### src/rtl/dmem_pkg.sv
// Shared encodings for the data-memory bus controller: FSM states, access sizes,
// default ack-wait limit, and the alignment rule used by both the controller and tests.
package dmem_pkg;

    typedef enum logic [1:0] {
        ST_IDLE = 2'd0,
        ST_REQ  = 2'd1,
        ST_DONE = 2'd2
    } state_t;

    localparam logic [1:0] SZ_BYTE     = 2'b00;
    localparam logic [1:0] SZ_HALF     = 2'b01;
    localparam logic [1:0] SZ_WORD     = 2'b10;
    localparam logic [1:0] SZ_WORD_ALT = 2'b11;

    localparam int TIMEOUT_DEFAULT = 255;

    // Encoding 11 falls into the word rule, so it needs a 4-byte boundary too.
    function automatic logic misaligned(input logic [1:0] size, input logic [1:0] off);
        case (size)
            SZ_BYTE: misaligned = 1'b0;
            SZ_HALF: misaligned = off[0];
            default: misaligned = (off != 2'b00);
        endcase
    endfunction

endpackage

### src/rtl/dmem_byte_lane.sv
// Byte-lane steering: byte enables and replicated store data toward the bus,
// lane selection plus sign/zero extension for load data coming back. Purely combinational.
module dmem_byte_lane
    import dmem_pkg::*;
(
    input  logic [1:0]  size,
    input  logic [1:0]  off,
    input  logic        is_unsigned,
    input  logic [31:0] st_data,
    input  logic [31:0] ld_word,
    output logic [3:0]  be,
    output logic [31:0] st_rep,
    output logic [31:0] ld_data
);

    logic [7:0]  ld_byte;
    logic [15:0] ld_half;

    always_comb begin
        case (off)
            2'd0:    ld_byte = ld_word[7:0];
            2'd1:    ld_byte = ld_word[15:8];
            2'd2:    ld_byte = ld_word[23:16];
            default: ld_byte = ld_word[31:24];
        endcase
        ld_half = off[1] ? ld_word[31:16] : ld_word[15:0];
    end

    always_comb begin
        be      = 4'b1111;
        st_rep  = st_data;
        ld_data = ld_word;
        case (size)
            SZ_BYTE: begin
                be      = 4'b0001 << off;
                st_rep  = {4{st_data[7:0]}};
                ld_data = is_unsigned ? {24'h0, ld_byte} : {{24{ld_byte[7]}}, ld_byte};
            end
            SZ_HALF: begin
                be      = 4'b0011 << off;
                st_rep  = {2{st_data[15:0]}};
                ld_data = is_unsigned ? {16'h0, ld_half} : {{16{ld_half[15]}}, ld_half};
            end
            default: ;
        endcase
    end

endmodule

### src/rtl/dmem_bus_ctrl.sv
// MEM-stage data-memory bus controller: issues one registered bus request per load/store,
// stalls the pipeline until ack, optional ack timeout when DMEM_TIMEOUT_EN is defined.
module dmem_bus_ctrl
    import dmem_pkg::*;
#(
    parameter int TIMEOUT_CYCLES = TIMEOUT_DEFAULT
) (
    input  logic        clk,
    input  logic        rst,
    input  logic        mem_read,
    input  logic        mem_write,
    input  logic [1:0]  mem_size,
    input  logic        mem_unsigned,
    input  logic [31:0] addr,
    input  logic [31:0] wdata,
    input  logic        mem_hold,
    input  logic        mem_flush,
    output logic        DM_busy,
    output logic [31:0] rdata,
    output logic        addr_err,
    output logic        bus_err,
    output logic        bus_req,
    output logic        bus_we,
    output logic [31:0] bus_addr,
    output logic [31:0] bus_wdata,
    output logic [3:0]  bus_be,
    input  logic        bus_ack,
    input  logic [31:0] bus_rdata
);

    state_t      state, state_nxt;
    logic        access, misal, start, abort, abort_now, timeout_hit;
    logic [1:0]  req_size, req_off;
    logic        req_uns;
    logic [1:0]  ln_size, ln_off;
    logic [3:0]  ln_be;
    logic [31:0] ln_wdata, ln_rdata;

    assign access    = mem_read | mem_write;
    assign misal     = misaligned(mem_size, addr[1:0]);
    assign start     = (state == ST_IDLE) && access && !misal && !mem_flush;
    assign abort_now = abort | mem_flush;

    // Lane logic sees live inputs while idle (to build the request) and the
    // captured access while waiting (to steer the returning word).
    assign ln_size = (state == ST_IDLE) ? mem_size : req_size;
    assign ln_off  = (state == ST_IDLE) ? addr[1:0] : req_off;

    dmem_byte_lane u_lane (
        .size        (ln_size),
        .off         (ln_off),
        .is_unsigned (req_uns),
        .st_data     (wdata),
        .ld_word     (bus_rdata),
        .be          (ln_be),
        .st_rep      (ln_wdata),
        .ld_data     (ln_rdata)
    );

`ifdef DMEM_TIMEOUT_EN
    logic [7:0] tmo_cnt;

    always_ff @(posedge clk or posedge rst) begin
        if (rst)
            tmo_cnt <= 8'd0;
        else if (start)
            tmo_cnt <= 8'd0;
        else if (state == ST_REQ && !bus_ack)
            tmo_cnt <= tmo_cnt + 8'd1;
    end

    // Ack on the limit cycle takes priority over the timeout.
    assign timeout_hit = (state == ST_REQ) && !bus_ack && (tmo_cnt == 8'(TIMEOUT_CYCLES - 1));
`else
    assign timeout_hit = 1'b0;
`endif

    always_ff @(posedge clk or posedge rst) begin
        if (rst)
            state <= ST_IDLE;
        else
            state <= state_nxt;
    end

    always_comb begin
        state_nxt = state;
        case (state)
            ST_IDLE: if (start) state_nxt = ST_REQ;
            ST_REQ: begin
                if (bus_ack)
                    state_nxt = abort_now ? ST_IDLE : ST_DONE;
                else if (timeout_hit)
                    state_nxt = ST_IDLE;
            end
            ST_DONE: if (!mem_hold) state_nxt = ST_IDLE;
            default: state_nxt = ST_IDLE;
        endcase
    end

    // DM_busy must never look at mem_hold: the hazard unit derives mem_hold from it.
    always_comb begin
        DM_busy  = start || (state == ST_REQ);
        addr_err = (state == ST_IDLE) && access && misal;
        bus_err  = timeout_hit;
    end

    always_ff @(posedge clk or posedge rst) begin
        if (rst) begin
            bus_req   <= 1'b0;
            bus_we    <= 1'b0;
            bus_addr  <= 32'h0;
            bus_wdata <= 32'h0;
            bus_be    <= 4'h0;
            rdata     <= 32'h0;
            abort     <= 1'b0;
            req_size  <= SZ_BYTE;
            req_off   <= 2'b00;
            req_uns   <= 1'b0;
        end else if (start) begin
            bus_req   <= 1'b1;
            bus_we    <= mem_write;
            bus_addr  <= {addr[31:2], 2'b00};
            bus_wdata <= ln_wdata;
            bus_be    <= ln_be;
            abort     <= 1'b0;
            req_size  <= mem_size;
            req_off   <= addr[1:0];
            req_uns   <= mem_unsigned;
        end else if (state == ST_REQ) begin
            if (bus_ack) begin
                bus_req <= 1'b0;
                abort   <= 1'b0;
                if (!bus_we && !abort_now)
                    rdata <= ln_rdata;
            end else if (timeout_hit) begin
                bus_req <= 1'b0;
                abort   <= 1'b0;
            end else if (mem_flush) begin
                abort <= 1'b1;
            end
        end
    end

endmodule

### config.mk
export PLATFORM = sky130hd
export DESIGN_NAME = dmem_bus_ctrl
export DESIGN_NICKNAME = d
export VERILOG_FILES = /design/src/rtl/dmem_pkg.sv /design/src/rtl/dmem_byte_lane.sv /design/src/rtl/dmem_bus_ctrl.sv
export SDC_FILE = /design/constraint.sdc
export NUM_CORES = 1
export LEC_CHECK = 0
export BUFFER_PORTS_ARGS = -buffer_cell sky130_fd_sc_hd__buf_2
export CAP_MARGIN = 40
export CORE_MARGIN = 1
export CORE_UTILIZATION = 45
export DETAILED_ROUTE_END_ITERATION = 7
export PLACE_DENSITY_LB_ADDON = 0.12
export SLEW_MARGIN = 20
export SYNTH_ARGS = -nofsm -noshare
export SYNTH_HDL_FRONTEND = slang
export SYNTH_HIERARCHICAL = 1
export SYNTH_SLANG_ARGS = --single-unit
export TNS_END_PERCENT = 30
### constraint.sdc
create_clock -name clk -period 3.1 [get_ports clk]
set_input_delay 0.155 -clock clk [delete_from_list [all_inputs] [get_ports clk]]
set_output_delay 0.155 -clock clk [all_outputs]
set_load 0.02 [all_outputs]
# [Word-level counts from Yosys, hierarchy flattened]
# Index checks and enable logic that the tools add are counted.
[totals] register_bits=108 latch_bits=0 ramBits=0 romBits=0 output_inout_bits=105 memories=0
[op_classes] addsub=0 multipliers=0 n_div=0 magnitude_cmp=0 n_eq_ne=9 shifts=2 mux=22 bitwise_logic=3 reduce_logical=22
[ops] cell="32-bit one-hot mux with 2 select lines" count=2
[ops] cell="32-bit 2-to-1 mux" count=2
[ops] cell="8-bit one-hot mux with 3 select lines" count=1
[ops] cell="16-bit 2-to-1 mux" count=1
[ops] cell="2-bit 2-to-1 mux" count=6
[ops] cell="2-bit by 1-bit equality test with 1-bit output (second input constant)" count=4
[ops] cell="2-bit zero test" count=4
[ops] cell="4-bit one-hot mux with 2 select lines" count=1
[ops] cell="1-bit 2-to-1 mux" count=7
[ops] cell="2-bit != test (second input constant)" count=3
[ops] cell="2-bit one-hot mux with 3 select lines" count=1
[ops] cell="2-bit nonzero test" count=3
[ops] cell="1-bit logical AND" count=5
[ops] cell="2-bit equality test (second input constant)" count=2
[ops] cell="1-bit zero test" count=4
[ops] cell="2-bit AND reduction" count=2
[ops] cell="4-bit AND reduction" count=1
[ops] cell="1-bit by 2-bit left shift with 4-bit output (first input constant)" count=1
[ops] cell="2-bit by 2-bit left shift with 4-bit output (first input constant)" count=1
[ops] cell="3-bit AND reduction" count=1
[ops] cell="3-bit nonzero test" count=1
[ops] cell="1-bit bitwise OR" count=2
[ops] cell="1-bit one-hot mux with 2 select lines" count=1
[ops] cell="1-bit logical OR" count=1
[ops] cell="1-bit NOT" count=1

# [Logic depth before layout (Yosys ltp)]
[logic_depth] depth_word=7 mapped_depth=9 depth_no_buf=6

# [Hierarchy]
# Netlist, hierarchy kept.
[by_module_without_submodules] module="dmem_bus_ctrl" instances=1 cells_per_inst=254 area_per_inst_um2=4340.4 seq_area_each_um2=2702.6
[by_module_without_submodules] module="dmem_byte_lane" instances=1 cells_per_inst=200 area_per_inst_um2=1327.5 seq_area_each_um2=0.0

# [Worst setup path before layout]
# Ideal clock, no wire load.
[synth_path] kind="reg-to-reg" start="register state[0]" end="register rdata[12]" setup_ns=0.125 arrival_ns=2.256 slack_ns=0.719 stages_incl_launch_ff=9 n_path_buf=2 synth_period_minus_slack_ns=2.381 path_cell_list="dfrtp_1 -> nor2_1 -> mux2_2 -> buf_6 -> mux2_4 -> a22oi_4 -> buf_6 -> o221ai_2 -> mux2_4"
[synth_via] elab_chain_cells=6 word_cells_on_any_way=19 classes_between="eq/ne (4); mux (7); bitwise (1); reduce/logical (7)"
[synth_lines] item="start, declared" line_no="dmem_bus_ctrl.sv:31" text="state_t state, state_nxt;"
[synth_lines] item="start signal, assigned" line_no="dmem_bus_ctrl.sv:82" text="state <= state_nxt;"
[synth_lines] item="2-bit zero test (*)" line_no="dmem_bus_ctrl.sv:47" text="assign ln_off = (state == ST_IDLE) ? addr[1:0] : req_off;"
[synth_lines] item="2-bit 2-to-1 mux (*)" line_no="dmem_bus_ctrl.sv:47"
[synth_lines] item="via ln_off[0]" line_no="dmem_bus_ctrl.sv:35" text="logic [1:0] ln_size, ln_off;"
[synth_lines] item="2-bit equality test (tied with other cells)" line_no="dmem_byte_lane.sv:20" text="case (off)"
[synth_lines] item="8-bit one-hot mux with 3 select lines (*)" line_no="dmem_byte_lane.sv:20"
[synth_lines] item="32-bit 2-to-1 mux (*)" line_no="dmem_byte_lane.sv:37" text="ld_data = is_unsigned ? {24'h0, ld_byte} : {{24{ld_byte[7]}}, ld_byte};"
[synth_lines] item="32-bit one-hot mux with 2 select lines (*)" line_no="dmem_byte_lane.sv:33" text="case (size)"
[synth_lines] item="via ln_rdata[12]" line_no="dmem_bus_ctrl.sv:37" text="logic [31:0] ln_wdata, ln_rdata;"
[synth_lines] item="end signal, assigned" line_no="dmem_bus_ctrl.sv:134" text="rdata <= ln_rdata;"
[synth_lines] item="end, declared" line_no="dmem_bus_ctrl.sv:19" text="output logic [31:0] rdata,"
# Mark *: on every way through the listed nets, which the timed path passes. The rest lies on a longest branch.
# A chain may end at the register's enable or synchronous reset.

# [Worst setup path after layout]
[layout_path] start="register state[0]" end="register rdata[22]"
[layout_via] elab_chain_cells=6 word_cells_on_any_way=19 classes_between="eq/ne (4); mux (7); bitwise (1); reduce/logical (7)"
[layout_lines] item="2-bit zero test (*)" line_no="dmem_bus_ctrl.sv:47"
[layout_lines] item="2-bit 2-to-1 mux (*)" line_no="dmem_bus_ctrl.sv:47"
[layout_lines] item="via ln_off[1]" line_no="dmem_bus_ctrl.sv:35"
[layout_lines] item="2-bit equality test (tied with other cells)" line_no="dmem_byte_lane.sv:20"
[layout_lines] item="8-bit one-hot mux with 3 select lines" line_no="dmem_byte_lane.sv:20"
[layout_lines] item="32-bit 2-to-1 mux" line_no="dmem_byte_lane.sv:37"
[layout_lines] item="32-bit one-hot mux with 2 select lines (*)" line_no="dmem_byte_lane.sv:33"
[layout_lines] item="via ln_rdata[22]" line_no="dmem_bus_ctrl.sv:37"
# Marks and branches as above.

==> key figures <==
Power and ir drop
  • VDD IR-drop max: about 0.52 mV
  • Leak pwr: around 3.5 nW
  • Comb pwr share: roughly 46%
  • Pwr Density: about 900 nW/µm²
  • Internal: between 3 and 4 mW
  • Clock share of power: roughly 17%
  • Sw Pwr: between 2 and 3 mW
  • Sequential Power Share: between 30% and 40%
  • Net Sw Frac: 39.3%

Worst setup path
  • Reg-to-Reg End: rdata[22]$_DFFE_PP0P_
  • Internal reg-to-reg setup slack: 0.33 ns
  • Worst r2r path cells: 6
  • Crit path max fanout: 16
  • Worst path required time: around 3.3 ns
  • R2r startpoint: state[0]$_DFFE_PP0P_
  • Crit path to: rdata[22]$_DFFE_PP0P_
  • WP data arrival: 3.01 ns
  • CP endpoint kind: flop
  • Crit. Startpoint: state[0]$_DFFE_PP0P_
  • Critical setup path kind: reg2reg
  • Worst setup SP type: flop

STA
  • Tcrit/Tclk final: a little under 90%
  • Slew Viols, Final: 0
  • Relative slew slack: around three fifths
  • TNS Setup: 0 ns
  • Slew @ Worst Pin: between 0.6 and 0.7 ns
  • Setup violations, final: 0
  • Fmax: between 0.3 and 0.4 GHz
  • Unrepaired setup endpoints after global routing: no
  • Final hold violation count: 0
  • Final Skew: 0.00729 ns
  • Fin worst setup slack: between 0.3 and 0.4 ns
  • Final Critical Period: about 2.8 ns

Synth
  • Xor/xnor share of the synthesized area: 0%
  • Cells after synthesis: ~450
  • Fraction of registers with async set/reset: 100%
  • Synthesized area per cell: ~12 µm²
  • Flops & latches, synth: 108
  • Yosys cell types: 39
  • Ys flop type: dfrtp_1
  • Post-Synth Simple-Gate Area: under 10%
  • Synth Cell Area: between 5000 and 6000 µm²
  • Post-Synth Adder-Cell Area: 0%
  • Combinational family with the most area after synthesis: multiplexers
  • Yosys warns: 6
  • Post-synthesis mux area share: between 20 and 30%
  • EDFF count, synth: 0
  • Sequential element share of the synthesized area: 47.7%
  • Post-synthesis compound-gate area fraction: under 10%

Final layout
  • Layout net count: 749
  • Fill count: around 1,100
  • Share of cells above drive strength 1: 56.2%
  • Fin cells: around 820
  • Layout area overhead: 23.4%
  • Most frequent cells in the layout: buf_2, dfrtp_1, mux2_2
  • Most common cell after layout, fill and taps aside: buf_2

Clock network
  • Clock Path Buffers: 2
  • H-tree depth: 3
  • Clock Latency Late Sink: roughly 0.35 ns
  • TritonCTS clock tree: built
  • CTS clock-pin slew for the worst setup and hold paths: ~0.070 ns
  • CTS root buffer: clkbuf_16
  • Post-CTS setup buffers: 0
  • CTS buffer count: 9
  • Clk sinks: around 110

Global routing
  • Vias in the first global route: between 4,000 and 5,000
  • Largest net degree at the start of global routing: 46
  • GRT overflow: 0
  • Initial antenna violation count: 2
  • First-pass GRT wire length: between 20,000 and 25,000 µm
  • All-layer global routing usage: 21.7%

Run status
  • Status: finished, final reports clean

Floorplanning
  • Die height: between 100 and 150 µm
  • Site Rows: 40
  • Ports: 211
  • Core area: 12,200 µm²
  • Initial core utilization: between 40% and 50%
  • Die W: about 110 µm
  • Die ar.: 13,000 µm²

Placed design
  • HPWL Detailed: approximately 10000 µm
  • # placed instances: 799
  • IO buf count: 207
  • Post-place setup slack: between 0.3 and 0.4 ns
  • Routability cong.: approximately 0.78

Drt
  • Antenna Nets Post-Route: 0
  • DRC Markers: 0
  • Drt initial violations: 162
  • Final wirelength: between 10,000 and 15,000 µm
  • Routed wire per std cell: about 17 µm
  • Via count: about 4,200
  • TritonRoute pass-1 iters: 4
  • DR vias/cell: between 5 and 6

Run
  • Max-cap viol count: 0

Worst hold path
  • Hold WC Path Type: in2reg
-- state kept, by name, indices dropped and copies added, names as in the netlist --
name       cells
bus_we         1
bus_be         4
rdata         32
req_uns        1
bus_addr      30
state          2
req_size       2
abort          1
bus_req        1
bus_wdata     32
req_off        2
-- metrics by stage --
step | power (mW) | hold slack [ns] | instance area [µm²] | util, %
after detailed placement | 5.33 | 0.264 | 6700 | 55.1
final | 6.38 | 0.0353 | 6990 | 57.5
after CTS | 6.45 | 0.0186 | 6990 | 57.5
after floorplan | 4.39 | 0.252 | 5680 | -
after global placement | 5.26 | 0.260 | 6680 | 54.9
after global routing | 6.74 | 0.0204 | 6990 | 57.5
-- worst min path at each step --
stage / slack (ns) / from / endpoint / cells after the start
detailed placement: 0.26 / rst / bus_wdata[20]$_DFFE_PP0P_ / 2
CTS: 0.02 / addr[5] / bus_addr[5]$_DFFE_PP0P_ / 2
global route: 0.02 / addr[14] / bus_addr[14]$_DFFE_PP0P_ / 2
finish: 0.04 / addr[16] / bus_addr[16]$_DFFE_PP0P_ / 2
global placement: 0.26 / rst / bus_wdata[20]$_DFFE_PP0P_ / 2
floorplan: 0.25 / bus_ack / state[0]$_DFFE_PP0P_ / 1
-- layer usage --
| layer | track usage (%) | wire length (µm) | vias to the layer above |
|---|---|---|---|
| met5 | 0 | 17 | - |
| met4 | 9.18 | 235 | 2 |
| met3 | 5.51 | 960 | 20 |
| met2 | 35.2 | 6600 | 158 |
| met1 | 27.7 | 5990 | 2051 |
| li1 | - | - | 1973 |
-- layout make-up --
type / instances / area (µm²) / area share, %
Sequential cell: 108 / 2700 / 38.6
Multi-Input combinational cell: 300 / 2630 / 37.5
Timing Repair Buffer: 219 / 1150 / 16.5
Clock buffer: 10 / 239 / 3.42
Tap cell: 168 / 210 / 3.01
Clock inverter: 6 / 38.8 / 0.555
Inverter: 5 / 21.3 / 0.304
Antenna cell: 1 / 2.50 / 0.0358
-- cell usage after synthesis, drive strengths merged, types with 2 or more instances --
master	n	share of area, %
or2	3	0.33
nand2	42	2.8
a21oi	9	0.79
o22ai	17	1.9
a221o	7	1.2
inv	5	0.33
o21ai	12	1.1
nand3b	2	0.49
nor2	15	0.99
o21bai	4	0.53
nand2b	3	0.33
nor2b	28	3.1
mux2	119	26
clkbuf	6	0.40
o221ai	7	1.5
buf	37	5.6
mux2i	16	2.8
and3b	2	0.31
dfrtp	108	48
-- worst max-delay path: stages, from the launching register on --
cell and delay [ns]:
dfrtp_1 0.44, nor2_1 0.39, mux2_2 0.50, mux2_1 0.38, a31oi_4 0.48, o22ai_1 0.17
mux2_4 0.30
-- power by group through the flow --
| stage | logic [mW] | clock network, mW | registers (mW) |
|---|---|---|---|
| after floorplan | 1.36 | 0 | 3.03 |
| after global placement | 2.93 | 0 | 2.33 |
| after detailed placement | 2.98 | 0 | 2.35 |
| after CTS | 2.98 | 1.13 | 2.34 |
| after global routing | 3.15 | 1.18 | 2.41 |
| final | 2.95 | 1.10 | 2.33 |
-- cells by family after synthesis --
kind of cell | Yosys count
other | 1
DFF | 108
buffers and inverters | 48
AOI/OAI and AO/OA | 63
and+or+nand+nor | 99
muxes | 135
-- repair_timing --
action                    CTS  global route
hold buffers                1             0
hold endpoints to repair   42             0
resized for setup           0             0
No activity file was read; power rests on OpenSTA's default activity.
